[src/rtl/kamus_dmem_if.sv]
// -----------------------------------------------------------------------------
// kamus_dmem_if
//
// Bridges the LSU to a request/grant/response data-memory bus. The unit
// accepts one access at a time. Misaligned or illegal-width accesses are
// rejected without touching the bus. All other accesses are issued as a
// single word-aligned bus transfer: byte enables select the lanes, and store
// data is replicated across the lanes. Load data is pulled out of the
// addressed lane and then sign- or zero-extended.
//
// Ports
//   clk_i, rst_i            clock, synchronous active-high reset
//   lsu_req_i               LSU access request (sampled only while idle)
//   lsu_we_i                1 = store, 0 = load
//   lsu_width_i             00 byte, 01 half, 10 word, 11 illegal
//   lsu_unsigned_i          zero-extend loads when 1, sign-extend when 0
//   lsu_addr_i              byte address
//   lsu_wdata_i             right-aligned store data
//   lsu_busy_o              high while a bus access is outstanding
//   lsu_done_o              one-cycle completion pulse
//   lsu_rdata_o             extended load data, valid with lsu_done_o
//   lsu_err_o               one-cycle error pulse (alignment/width/bus)
//   data_req_o/data_gnt_i   bus request handshake
//   data_addr_o             word-aligned bus address
//   data_we_o, data_be_o    bus write enable and byte enables
//   data_wdata_o            lane-replicated store data
//   data_rvalid_i           bus response valid
//   data_rdata_i            bus read data
//   data_err_i              bus error, qualified by data_rvalid_i
// -----------------------------------------------------------------------------
module kamus_dmem_if (
    input  logic        clk_i,
    input  logic        rst_i,
    input  logic        lsu_req_i,
    input  logic        lsu_we_i,
    input  logic [1:0]  lsu_width_i,
    input  logic        lsu_unsigned_i,
    input  logic [31:0] lsu_addr_i,
    input  logic [31:0] lsu_wdata_i,
    output logic        lsu_busy_o,
    output logic        lsu_done_o,
    output logic [31:0] lsu_rdata_o,
    output logic        lsu_err_o,
    output logic        data_req_o,
    input  logic        data_gnt_i,
    output logic [31:0] data_addr_o,
    output logic        data_we_o,
    output logic [3:0]  data_be_o,
    output logic [31:0] data_wdata_o,
    input  logic        data_rvalid_i,
    input  logic [31:0] data_rdata_i,
    input  logic        data_err_i
);

    localparam logic [1:0] WIDTH_B = 2'b00;
    localparam logic [1:0] WIDTH_H = 2'b01;
    localparam logic [1:0] WIDTH_W = 2'b10;

    typedef enum logic [1:0] {
        ST_IDLE = 2'b00,
        ST_REQ  = 2'b01,
        ST_RESP = 2'b10
    } state_t;

    // Illegal width or an address that is not a multiple of the access size.
    function automatic logic is_misaligned(input logic [1:0] width,
                                           input logic [1:0] addr_lo);
        logic bad;
        bad = 1'b1;
        case (width)
            WIDTH_B: bad = 1'b0;
            WIDTH_H: bad = addr_lo[0];
            WIDTH_W: bad = (addr_lo != 2'b00);
            default: bad = 1'b1;
        endcase
        return bad;
    endfunction

    function automatic logic [3:0] byte_enables(input logic [1:0] width,
                                                input logic [1:0] addr_lo);
        logic [3:0] be;
        be = 4'b0000;
        case (width)
            WIDTH_B: be = 4'b0001 << addr_lo;
            WIDTH_H: be = 4'b0011 << addr_lo;
            WIDTH_W: be = 4'b1111;
            default: be = 4'b0000;
        endcase
        return be;
    endfunction

    // Replicating the data means the memory needs no shifter: whichever
    // lanes are enabled already carry the right bytes.
    function automatic logic [31:0] replicate_wdata(input logic [1:0]  width,
                                                    input logic [31:0] wdata);
        logic [31:0] rep;
        rep = wdata;
        case (width)
            WIDTH_B: rep = {4{wdata[7:0]}};
            WIDTH_H: rep = {2{wdata[15:0]}};
            WIDTH_W: rep = wdata;
            default: rep = wdata;
        endcase
        return rep;
    endfunction

    function automatic logic [31:0] extract_load(input logic [1:0]  width,
                                                 input logic        uns,
                                                 input logic [1:0]  addr_lo,
                                                 input logic [31:0] rdata);
        logic [7:0]  lane_b;
        logic [15:0] lane_h;
        logic [31:0] ext;
        lane_b = rdata[{addr_lo, 3'b000} +: 8];
        // Half accesses are 2-byte aligned here, so only addr_lo[1] picks the lane.
        lane_h = rdata[{addr_lo[1], 4'b0000} +: 16];
        ext    = rdata;
        case (width)
            WIDTH_B: ext = uns ? {24'h000000, lane_b} : {{24{lane_b[7]}}, lane_b};
            WIDTH_H: ext = uns ? {16'h0000, lane_h}   : {{16{lane_h[15]}}, lane_h};
            WIDTH_W: ext = rdata;
            default: ext = rdata;
        endcase
        return ext;
    endfunction

    state_t      state_r, state_s;
    logic        we_r, we_s;
    logic [1:0]  width_r, width_s;
    logic        unsigned_r, unsigned_s;
    logic [1:0]  addr_lo_r, addr_lo_s;
    logic        busy_r, busy_s;
    logic        done_r, done_s;
    logic        err_r, err_s;
    logic [31:0] rdata_r, rdata_s;
    logic        data_req_r, data_req_s;
    logic [31:0] data_addr_r, data_addr_s;
    logic        data_we_r, data_we_s;
    logic [3:0]  data_be_r, data_be_s;
    logic [31:0] data_wdata_r, data_wdata_s;

    // Next-state and next-output logic; every output is registered below.
    always_comb begin
        state_s      = state_r;
        we_s         = we_r;
        width_s      = width_r;
        unsigned_s   = unsigned_r;
        addr_lo_s    = addr_lo_r;
        done_s       = 1'b0;
        err_s        = 1'b0;
        rdata_s      = rdata_r;
        data_req_s   = data_req_r;
        data_addr_s  = data_addr_r;
        data_we_s    = data_we_r;
        data_be_s    = data_be_r;
        data_wdata_s = data_wdata_r;

        case (state_r)
            ST_IDLE: begin
                if (lsu_req_i) begin
                    if (is_misaligned(lsu_width_i, lsu_addr_i[1:0])) begin
                        // Rejected access completes immediately and never leaves IDLE.
                        done_s  = 1'b1;
                        err_s   = 1'b1;
                        state_s = ST_IDLE;
                    end else begin
                        we_s         = lsu_we_i;
                        width_s      = lsu_width_i;
                        unsigned_s   = lsu_unsigned_i;
                        addr_lo_s    = lsu_addr_i[1:0];
                        data_req_s   = 1'b1;
                        data_addr_s  = {lsu_addr_i[31:2], 2'b00};
                        data_we_s    = lsu_we_i;
                        data_be_s    = byte_enables(lsu_width_i, lsu_addr_i[1:0]);
                        data_wdata_s = replicate_wdata(lsu_width_i, lsu_wdata_i);
                        state_s      = ST_REQ;
                    end
                end else begin
                    data_req_s = 1'b0;
                    state_s    = ST_IDLE;
                end
            end
            ST_REQ: begin
                if (data_gnt_i) begin
                    data_req_s = 1'b0;
                    state_s    = ST_RESP;
                end else begin
                    // Request attributes are frozen until the grant arrives.
                    data_req_s = 1'b1;
                    state_s    = ST_REQ;
                end
            end
            ST_RESP: begin
                if (data_rvalid_i) begin
                    done_s  = 1'b1;
                    err_s   = data_err_i;
                    state_s = ST_IDLE;
                    if (!we_r && !data_err_i) begin
                        rdata_s = extract_load(width_r, unsigned_r, addr_lo_r, data_rdata_i);
                    end else begin
                        rdata_s = rdata_r;
                    end
                end else begin
                    state_s = ST_RESP;
                end
            end
            default: begin
                data_req_s = 1'b0;
                state_s    = ST_IDLE;
            end
        endcase

        busy_s = (state_s != ST_IDLE);
    end

    // State and output registers with synchronous reset.
    always_ff @(posedge clk_i) begin
        if (rst_i) begin
            state_r      <= ST_IDLE;
            we_r         <= 1'b0;
            width_r      <= 2'b00;
            unsigned_r   <= 1'b0;
            addr_lo_r    <= 2'b00;
            busy_r       <= 1'b0;
            done_r       <= 1'b0;
            err_r        <= 1'b0;
            rdata_r      <= 32'h0000_0000;
            data_req_r   <= 1'b0;
            data_addr_r  <= 32'h0000_0000;
            data_we_r    <= 1'b0;
            data_be_r    <= 4'b0000;
            data_wdata_r <= 32'h0000_0000;
        end else begin
            state_r      <= state_s;
            we_r         <= we_s;
            width_r      <= width_s;
            unsigned_r   <= unsigned_s;
            addr_lo_r    <= addr_lo_s;
            busy_r       <= busy_s;
            done_r       <= done_s;
            err_r        <= err_s;
            rdata_r      <= rdata_s;
            data_req_r   <= data_req_s;
            data_addr_r  <= data_addr_s;
            data_we_r    <= data_we_s;
            data_be_r    <= data_be_s;
            data_wdata_r <= data_wdata_s;
        end
    end

    assign lsu_busy_o   = busy_r;
    assign lsu_done_o   = done_r;
    assign lsu_err_o    = err_r;
    assign lsu_rdata_o  = rdata_r;
    assign data_req_o   = data_req_r;
    assign data_addr_o  = data_addr_r;
    assign data_we_o    = data_we_r;
    assign data_be_o    = data_be_r;
    assign data_wdata_o = data_wdata_r;

endmodule

[config.mk]
export PLATFORM = sky130hd
export DESIGN_NAME = kamus_dmem_if
export DESIGN_NICKNAME = d
export VERILOG_FILES = /design/src/rtl/kamus_dmem_if.sv
export SDC_FILE = /design/constraint.sdc
export NUM_CORES = 1
export LEC_CHECK = 0
export CORE_ASPECT_RATIO = 1.5
export CORE_MARGIN = 2
export CORE_UTILIZATION = 33
export CTS_BUF_LIST = sky130_fd_sc_hd__clkbuf_16
export DETAILED_ROUTE_END_ITERATION = 10
export GPL_TIMING_DRIVEN = 0
export HOLD_SLACK_MARGIN = 0.12
export MAX_ROUTING_LAYER = met4
export PLACE_DENSITY = 0.72
export SLEW_MARGIN = 20
export SYNTH_ARGS = -nofsm -noshare
export SYNTH_HDL_FRONTEND = slang
export SYNTH_SLANG_ARGS = --single-unit
[constraint.sdc]
create_clock -name clk_i -period 1.52 [get_ports clk_i]
set_input_delay 0.304 -clock clk_i [delete_from_list [all_inputs] [get_ports clk_i]]
set_output_delay 0.304 -clock clk_i [all_outputs]
set_load 0.005 [all_outputs]
; ---- After elaboration in Yosys (flattened, before gate mapping)
; Index checks and enable logic that the tools add are counted.
[totals]
reg_bits = 110
latchBits = 0
ramBits = 0
rom_bits = 0
input_bits = 106
output_inout_bits = 105
mem_count = 0
[classes]
addsub = 0
multipliers = 0
div = 0
order_cmp = 0
n_eq_ne = 6
n_shift = 4
n_mux = 23
bitwise_logic = 2
n_reduce_logical = 11
[ops]
columns = operator, count
row1 = $pmux W32 S2, 2
row2 = $mux W32, 2
row3 = $shiftx A32 B6 Y16, 1
row4 = $shiftx A32 B6 Y8, 1
row5 = $pmux W4 S3, 1
row6 = $mux W1, 10
row7 = $eq A2 B1 Y1 const B, 3
row8 = $logic_not A2 Y1, 3
row9 = $mux W2, 3
row10 = $pmux W1 S3, 2
row11 = $pmux W2 S3, 1
row12 = $reduce_and A3 Y1, 2
row13 = $eq A2 B2 Y1 const B, 2
row14 = $pmux W1 S2, 2
row15 = $reduce_bool A2 Y1, 2
row16 = $shl A1 B2 Y4 const A, 1
row17 = $shl A2 B2 Y4 const A, 1
row18 = $ne A3 B3 Y1 const B, 1
row19 = $logic_not A1 Y1, 2
row20 = $not A1 Y1, 2
row21 = $reduce_and A2 Y1, 1
row22 = $logic_and A1 B1 Y1, 1

; ---- Longest topological paths before layout
[logic_depth]
depth_word = 8
mapped_depth = 8

; ---- Worst setup path before layout
; OpenSTA, ideal clock, no wires.
[synth_timing]
path_type = register -> register
start = register addr_lo_r[1]
end = register rdata_r[19] (netlist: lsu_rdata_o[19])
arrival_time_ps = 1363
t_required_ps = 1398
setup_slack_ps = 36
path_stages_with_launch = 7
n_path_buf = 2
synth_period_minus_slack_ps = 1484
path_cell_list = dfxtp_1 buf_2 mux2i_1 mux2i_1 a21oi_2 buf_2 a21oi_1
[synth_between]
elab_chain_len = 3
word_cells_on_any_way = 5
classes_between = 2 x shift / 3 x mux
[synth_rtl]
columns = element, line
row1 = start: declaration, 131  ; logic [1:0] addr_lo_r, addr_lo_s;
row2 = start signal: assignment, 238  ; addr_lo_r <= addr_lo_s;
row3 = $shiftx A32 B6 Y16 or $shiftx A32 B6 Y8 (tied branches), "116, 114"
row4 = "$mux W32, on equally long branches", "120, 119"
row5 = $pmux W32 S2 (*), 118  ; case (width)
row6 = end signal: assignment, 242  ; rdata_r <= rdata_s;
row7 = end: declaration, 135  ; logic [31:0] rdata_r, rdata_s;
; Mark *: on every way between the ends. The rest lies on a longest branch, timed or not.
; A chain may end at the register's enable or synchronous reset.

; ---- Final worst setup path
[layout_timing]
start = register addr_lo_r[1]
end = register rdata_r[1] (netlist: lsu_rdata_o[1])
; Same word-level chain as after synthesis.

==> results.cfg <==
[detailed_routing]
drtIter0Drc = 162
num_vias = 5206
drc = 0
drtPass1Iterations = 4
wl_per_cell_um = 17.1
via_per_inst = 5.05
postRouteAntennaNets = 0
routed_wl_mm = 17.6

[min_path]
worstHoldStart = data_wdata_o[5]
hp-class = flip-flop to flip-flop

[layout]
nets = 934
finalNonFillerCells = 1030
drive_gt1_frac = 0.161
finalInstanceArea_mm2 = 0.00798
area_growth_pct = 65.7

[clock_tree]
cts_tree = done
path_clk_slew_ns = 0.08
clk_path_buf_depth = 2
cts-hold-fix-buffers = 0
clk_latency_ns = 0.34
htree_levels = 3
cts_inserted_buffers = 9
cts.sinks = 110
clock-root-buffer = clkbuf_16

[synthesis]
syn_inst = 599
syn_area_mm2 = 0.00482
synth_area_leaders = dfxtp_1, nand2_1, a21oi_1
ys_ff_latch = 110
synth.top_cell.area_share = 0.457
ys_warn_count = 0
synth_cell_types = 38
ys_seq_area_frac = 0.457
synth_area_per_cell_um2 = 8.04
yosys.area.top_type = dfxtp_1

[global_routing]
grt_usage = 0.222
grt_pass1_vias = 5009
grt_pass1_wl_mm = 26.4
grt-ovfl-total = 0
antenna_found_initial = 1
grt_max_degree = 19

[placed_design]
dpl.hpwl_mm = 12.7
dpl_cell_area_mm2 = 0.00713
gp_congestion = 0.922
portBuffers = 206
place_inst = 1002

[die]
initial_core_util = 0.335
die_w_um = 103
die_area_mm2 = 0.0156
fp.coreArea_mm2 = 0.0144
ioPinCount = 211
num_rows = 54
die_h_um = 152

[timing]
fin_ws_ns = -0.0106
max_freq_ghz = 0.653
period_share = 1.01
fin_skew_ns = 0.0127
slew_viol_final = 0
relSlewSlack = 0.630
setup_viol = 4
timing.hold.ws_ns = 0.451
worstMarginPinSlew_ns = 0.555
post-route-min-period_ns = 1.53
finalHoldViolCount = 0
rsz0062_at_grt = true

[setup_path]
end_kind = flip-flop
timing.rr.start = addr_lo_r[1]
worstPathRequired_ns = 1.74
arrival_ns = 1.76
crit_path_start = addr_lo_r[1]
crit_path_max_fanout = 10
crit_path_start_kind = flip-flop
path_class = flip-flop to flip-flop

[status]
status = complete, but fails checks
violations = setup timing

[power_and_ir_drop]
total_power_mw = 6.70
p_leak_nw = 3.81
max-vdd-ir-drop_v = 0.000479
powerDensity_mw_per_mm2 = 839

[run]
drv_cap = 0
[worst max-delay path, cell delays in order (launching register included)]
cell,delay [ns]
dfxtp_2,0.32
buf_6,0.14
buf_2,0.30
mux2i_1,0.38
o32a_1,0.22
a21oi_1,0.05
[state kept, by name (all words and copies together), names as in the netlist]
signal,cells
data_wdata_o,32
lsu_rdata_o,32
data_addr_o,30
data_be_o,4
addr_lo_r,2
state_r,2
width_r,2
data_req_o,1
data_we_o,1
lsu_busy_o,1
lsu_done_o,1
lsu_err_o,1
unsigned_r,1
[repair_timing]
action / CTS / global route
setup endpoints to repair: 131 / 170
resized for setup: 79 / 131
pin swaps: 3 / 8
gates cloned: 1 / 3
buffers inserted: 6 / 4
[stage by stage]
stage / setup TNS (ns) / util / worst slack [ns]
final: -0.0217 / 0.555 / -0.0106
after global routing: -0.425 / 0.555 / -0.0619
after CTS: -0.0468 / 0.527 / -0.00963
after detailed placement: -59.29 / 0.495 / -0.708
after global placement: -57.00 / 0.495 / -0.677
after floorplan: 0 / - / 0.0358
[layout by cell type (no fill, tap or decap), drive strengths merged, types with 22 or more instances in the layout]
cell type	n
o21ai	43
nand2	144
clkbuf	38
a21oi	93
nor2	31
dlygate4sd2	22
mux2i	34
dfxtp	110
buf	36
clkdlybuf4s50	133
dlymetal6s2s	51
[per-layer routing]
layer	global-route usage	vias to the layer above	part of all wire
li1	-	2527	-
met2	0.370	205	0.51
met4	0.122	0	0.048
met3	0.0373	47	0.057
met5	-	-	0
met1	0.247	2427	0.38
[cell type report]
| class | instances | area, um^2 |
|---|---|---|
| Clock inverter | 7 | 48.8 |
| Buffer | 51 | 358 |
| Tap cell | 196 | 245 |
| Inverter | 9 | 33.8 |
| Antenna cell | 1 | 2.50 |
| Fill cell | 1370 | 6410 |
| Timing Repair Buffer | 220 | 2340 |
| Clock buffer | 9 | 225 |
| Multi-Input combinational cell | 427 | 2480 |
| Sequential cell | 110 | 2250 |
[synthesized netlist by cell type]
cell type and instances:
o22ai_1 9, or3b_1 2, o32a_1 6, o21a_1 1, a221o_1 6, a31oi_1 1, buf_2 23, buf_6 2
nor3b_2 1, clkbuf_1 25, a221oi_1 2, nor3_1 10, nor2_1 31, a2111o_1 1, nor2b_1 3, dfxtp_1 110
a21oi_1 92, a211oi_1 11, mux2i_1 34, a311oi_1 8, or2_2 1, a21oi_2 1, o21bai_1 1, and2b_2 1
o41ai_4 1, nand3b_1 2, o21ai_1 6, nand3_4 1, buf_4 4, nand3_1 3, nand2b_1 6, o21ai_0 37
conb_1 1, inv_1 9, and3_1 1, a2111oi_2 1, nand2_1 144, nor3b_1 1
[final timing paths]
check / end / slack [ns] / cells past startpoint
max: lsu_rdata_o[1] / -0.01 / 5
min: data_wdata_o[5] / 0.45 / 2
max reg2reg: lsu_rdata_o[1] / -0.01 / 5
min reg2reg: data_wdata_o[5] / 0.45 / 2
[power by group]
part           switching, mW  internal [mW]
Combinational          0.621          0.726
Clock                   1.13           1.12
Sequential            0.0762           3.02
[logic make-up after synthesis]
kind of cell           share of synthesized area
and+or+nand+nor                            0.181
AOI/OAI and AO/OA                          0.230
DFF                                        0.457
buffers and inverters                     0.0613
muxes                                     0.0707
other                                   0.000778
Power figures use the tool's default switching activity.
